[src/rtl/demux_1_to_4_stream.sv]
// Registered 1-to-4 stream demultiplexer with a one-entry slice per output port.
// Optional build macro DEMUX_1_TO_4_STREAM_DROP_EN: never backpressure, drop words to full ports.
module demux_1_to_4_stream #(
    parameter int N = 32
) (
    input  logic         clk,
    input  logic         rstb,
    input  logic         in_valid,
    output logic         in_ready,
    input  logic [1:0]   in_sel,
    input  logic [N-1:0] in_data,
    output logic [N-1:0] out00,
    output logic [N-1:0] out01,
    output logic [N-1:0] out10,
    output logic [N-1:0] out11,
    output logic [3:0]   out_valid,
    input  logic [3:0]   out_ready,
    output logic [7:0]   drop_count
);

    logic         slot_free_s;
    logic         load_s;
    logic [3:0]   valid_q;
    logic [3:0]   valid_d;
    logic [N-1:0] data_q [4];
    logic [N-1:0] data_d [4];

    // Selected slice can take a word when empty or being drained this same cycle.
    always_comb begin
        slot_free_s = !valid_q[in_sel] || out_ready[in_sel];
        load_s      = in_valid && slot_free_s;
    end

`ifdef DEMUX_1_TO_4_STREAM_DROP_EN
    assign in_ready = 1'b1;
`else
    assign in_ready = slot_free_s;
`endif

    // Next state per slice: reload on a new word, otherwise empty once consumed.
    always_comb begin
        for (int i = 0; i < 4; i++) begin
            if (load_s && (in_sel == 2'(i))) begin
                valid_d[i] = 1'b1;
                data_d[i]  = in_data;
            end else begin
                valid_d[i] = valid_q[i] && !out_ready[i];
                data_d[i]  = data_q[i];
            end
        end
    end

    // Slice registers; data is kept while invalid to avoid needless toggling.
    always_ff @(posedge clk or negedge rstb) begin
        if (!rstb) begin
            valid_q <= 4'b0000;
            for (int i = 0; i < 4; i++) begin
                data_q[i] <= {N{1'b0}};
            end
        end else begin
            valid_q <= valid_d;
            for (int i = 0; i < 4; i++) begin
                data_q[i] <= data_d[i];
            end
        end
    end

    assign out_valid = valid_q;
    assign out00     = data_q[0];
    assign out01     = data_q[1];
    assign out10     = data_q[2];
    assign out11     = data_q[3];

`ifdef DEMUX_1_TO_4_STREAM_DROP_EN
    logic [7:0] drop_q;
    logic [7:0] drop_d;

    // Count words discarded at a full, stalled port; saturates instead of wrapping.
    always_comb begin
        if (in_valid && !slot_free_s && (drop_q != 8'hFF)) begin
            drop_d = drop_q + 8'd1;
        end else begin
            drop_d = drop_q;
        end
    end

    // Drop counter register, cleared only by reset.
    always_ff @(posedge clk or negedge rstb) begin
        if (!rstb) begin
            drop_q <= 8'd0;
        end else begin
            drop_q <= drop_d;
        end
    end

    assign drop_count = drop_q;
`else
    assign drop_count = 8'd0;
`endif

endmodule

[config.mk]
export PLATFORM = sky130hd
export DESIGN_NAME = demux_1_to_4_stream
export DESIGN_NICKNAME = d
export VERILOG_FILES = /design/src/rtl/demux_1_to_4_stream.sv
export SDC_FILE = /design/constraint.sdc
export NUM_CORES = 1
export LEC_CHECK = 0
export ABC_AREA = 1
export BUFFER_PORTS_ARGS = -buffer_cell sky130_fd_sc_hd__buf_4
export CAP_MARGIN = 15
export CORE_MARGIN = 2
export CORE_UTILIZATION = 46
export DETAILED_ROUTE_END_ITERATION = 10
export PLACE_DENSITY = 0.83
export SKIP_LAST_GASP = 1
export SYNTH_ARGS = -nofsm -noshare
export SYNTH_HDL_FRONTEND = slang
export SYNTH_SLANG_ARGS = --single-unit
[constraint.sdc]
create_clock -name clk -period 1.3 [get_ports clk]
set_input_delay 0.26 -clock clk [delete_from_list [all_inputs] [get_ports clk]]
set_output_delay 0.26 -clock clk [all_outputs]
set_load 0.01 [all_outputs]
# Word-level counts from Yosys, hierarchy flattened
# Index checks and enable logic that the tools add are counted.
# word_totals
register_bits	132
inputBits	41
elab_cells	33
# op_classes
magnitude_cmp	1
eq_ne	3
muxes	8
reduce_logical	16
# op_table
op	n
1-bit logical AND	9
1-bit two-way mux	6
1-bit zero test	5
1-bit binary-select mux with 2-bit select	2
2-bit equality test, second input constant	2
2-bit by 3-bit less-than comparator with 1-bit output, second input constant	1
2-bit by 1-bit equality test with 1-bit output, second input constant	1
2-bit zero test	1
1-bit logical OR	1

# Logic depth before layout (Yosys ltp)
# logic_depth
word_depth	7
depth_mapped	11

# Worst setup path after synthesis
# OpenSTA, ideal clock, no wires.
# synth_path
path_type	input to register
from	input port in_sel[0]
to	register data_q (netlist bit out01[21])
setup_time_ns	0.117
arrival_time_ns	1.236
setup_slack_ns	-0.053
stages	10
n_path_buf	3
cell_sequence	buf_4 > inv_2 > nand3_1 > nand2_1 > nor2_4 > nand2_8 > buf_4 > buf_6 > nand4_1 > nand2_1
# synth_between
elab_chain_cells	6
elab_cells_between_ends	9
# synth_lines
element	line_no	text
start: declaration	10	input logic [1:0] in_sel,
1-bit binary-select mux with 2-bit select	30	slot_free_s = !valid_q[in_sel] || out_ready[in_sel];
1-bit two-way mux (not written as such)	30	
1-bit zero test	30	
1-bit logical OR	30	
1-bit logical AND	31	load_s = in_valid && slot_free_s;
1-bit logical AND (*)	43	if (load_s && (in_sel == 2'(i))) begin
end signal: indexed assignment	58	data_q[i] <= {N{1'b0}};
end signal: indexed assignment	63	data_q[i] <= data_d[i];
end: declaration	25	logic [N-1:0] data_q [4];
# Every way passes the cells marked *; elsewhere a longest branch is shown, timed or not. The select of a mux whose other input is x is not followed.
# A chain may end at the register's enable or synchronous reset.

# Final worst setup path
# layout_path
from	register valid_q[1] (netlist: out_valid[1])
to	output port in_ready
# layout_between
elab_chain_cells	4
# layout_lines
element	line_no	text
start: declaration	23	logic [3:0] valid_q;
start signal: assignment	61	valid_q <= valid_d;
1-bit binary-select mux with 2-bit select	30	
1-bit two-way mux (not written as such)	30	
1-bit zero test	30	
1-bit logical OR	30	
end: declaration	9	output logic in_ready,
# No other way between the ends. The select of a mux whose other input is x is not followed.

==> flow_summary.toml <==
[synthesis]
synthCells = 616
synth_top_area_share_pct = 58.1
synth-seq-cells = 132
netlist_area_sq_mm = 0.00568
synthDistinctLibCells = 19
synth_area_leader_cell = "dfrtp_1"
syn_area_per_cell_sq_um = 9.22
yosysSeqAreaShare_pct = 58.1
ys_warn_count = 0
synth_area_leaders = "dfrtp_1, nand2_1, nand4_1, buf_6, buf_2"

[layout]
diodes = 0
final_cells = 956
syn2layout_area_growth_pct = 41.0
layout_common_cells = "nand2_1, buf_4, dfrtp_1"
layout.cells.most_common = "nand2_1"
drive_gt1_share_pct = 31.9
layout.nets = 837

[min_path]
min_path_type = "in -> reg"
min_path_cells = 2

[floorplanning]
core_area_sq_mm = 0.0120
initial_core_util_pct = 47.3
die_w_microns = 115
die_area_sq_mm = 0.0133
num_rows = 40
chipHeight_microns = 115
ios = 182

[critical_path]
crit_top_cell = "nand2_1"
cp_max_fo = 3
arrival_ns = 1.25
worstSetupPathType = "reg -> out"
cp-endpoint = "in_ready"
r2r_end = "out10[31]"
cpPeakStageDelay_ns = 0.40
crit_chain = "nand2_1 -> nand2_1 -> nand2_1 -> nand2_2 -> nand2_8 -> buf_6"
slowest_stage = "dfrtp_1"
critPathRequiredTime_ns = 1.04
startpoint_type = "register"
worstReg2RegStart = "out_valid[1]"
cp-startpoint = "out_valid[1]"
r2r_slack_ns = -0.16
reg2regPathDepth = 10
worst-path-stages = 6
critPathTopFamily = "flip-flops"
cp_num_buf_inv = 1
critPathCaptureType = "output pin"

[sta]
tns_ns = -15.50
skew_ns = 0.0115
finalWorstSetupSlack_ns = -0.209
min_period_ns = 1.51
rsz0062_at_grt = "yes"
setup_viol = 134
drv_slew = 0
hold_viol = 0
post-route-period-util_pct = 116
clock.fmax_ghz = 0.663

[global_route]
grt_pass1_wl_microns = 27200
antenna_found_initial = 0
grt_usage_pct = 26.6
overflow = 0
grt_max_degree = 62
grt_pass1_vias = 5068

[clocking]
clk_path_buf_depth = 2
path_clk_slew_ns = 0.06
cts_max_level = 4
cts_root_buf = "clkbuf_16"
numClockSinks = 132
clk_latency_ns = 0.41
numCtsBuffers = 17
cts_tree = "done"

[place]
io_buffer_count = 173
dpl.cell_count = 920
dp_hpwl_microns = 11300
gp_congestion = 0.855

[power_and_ir_drop]
p_total_w = 0.0139
ir_drop_v = 0.000724
leakage_nw = 4.31
p_per_area_mw_per_mm2 = 1730

[detailed_routing]
via_per_inst = 5.61
drtAntennaViolNets = 0
postRouteWirelength_microns = 17200
vias = 5364
dr.pass1.iters = 5
drtIter0Drc = 627
drc = 0
wl_per_cell_microns = 18.0

[job]
cap_violations = 0

[run_status]
failed_checks = "negative setup slack"
status = "finished with violations"
[cell usage after synthesis]
| master | n |
|---|---|
| nand4_1 | 128 |
| nand3_2 | 4 |
| inv_1 | 5 |
| clkbuf_1 | 14 |
| nand2_2 | 1 |
| nor2_1 | 2 |
| buf_2 | 20 |
| nand2_1 | 268 |
| buf_4 | 13 |
| dfrtp_1 | 132 |
| nor2_8 | 1 |
| o21ai_0 | 4 |
| inv_2 | 2 |
| conb_1 | 1 |
| nand2_8 | 1 |
| buf_1 | 4 |
| buf_6 | 12 |
| nor2_4 | 1 |
| nand3_1 | 3 |
[registers in the layout, summed over array words and instances (netlist names)]
register / flops
out01: 32
out00: 32
out11: 32
out10: 32
out_valid: 4
[power breakdown]
group          total [W]  internal, W  switching, W
registers        0.00546      0.00493      0.000533
logic            0.00333      0.00160       0.00173
clock network    0.00507      0.00327       0.00180
[layer usage]
metal	global-route usage, %	share of wire [%]	vias up
li1	-	-	2441
met3	5.85	8.1	33
met5	0	0	-
met2	40.2	47	289
met4	9.96	2.2	0
met1	38.0	42	2601
[final cells by class]
cell class                      instances  area (sq um)
Clock buffer                           20           447
Clock inverter                         12           180
Fill cell                             935          4000
Inverter                                7          26.3
Multi-Input combinational cell        421          2010
Sequential cell                       132          3300
Tap cell                              147           184
Timing Repair Buffer                  217          1860
[cells by family after synthesis]
| group | synth area share (%) |
|---|---|
| AND/OR/NAND/NOR | 33.9 |
| other | 0.0660 |
| flip-flops | 58.1 |
| AO/OA/AOI/OAI | 0.352 |
| buffers and inverters | 7.51 |
[worst min-delay path by stage]
stage	from	end
floorplan	rstb	out00[0]
global placement	rstb	out01[16]
detailed placement	rstb	out01[19]
CTS	out_ready[3]	out_valid[3]
global route	out_ready[3]	out_valid[3]
finish	out_ready[3]	out_valid[3]
[worst reg2reg max path: stages, from the launching register on]
cell and delay (ns):
dfrtp_1 0.40, nand2_1 0.06, nand2_1 0.05, nand2_1 0.07, nand2_2 0.08, nand2_8 0.08
buf_6 0.17, nand3_4 0.11, buf_4 0.20, nand2_1 0.07, nand2_1 0.06
[per-stage QoR]
stage                     area (sq um)  utilization [%]  worst slack (ns)  hold WS [ns]
after floorplan                   5720                -           0.00482       -0.0356
after global placement            7250             60.3            -0.117         0.173
after detailed placement          7250             60.3            -0.161         0.174
after CTS                         7980             66.4            -0.214        0.0373
after global routing              8010             66.7            -0.275        0.0351
final                             8010             66.7            -0.209        0.0462
[what timing repair did]
action / in CTS / in global routing
resized for setup: 15 / 7
cloned: 0 / 0
pin swaps: 4 / 1
hold buffers: 1 / 0
buffers inserted: 6 / 2
endpoints found under the hold margin: 28 / 0
setup endpoints to repair: 133 / 137
Note: power is estimated with default switching activity, not from simulation.
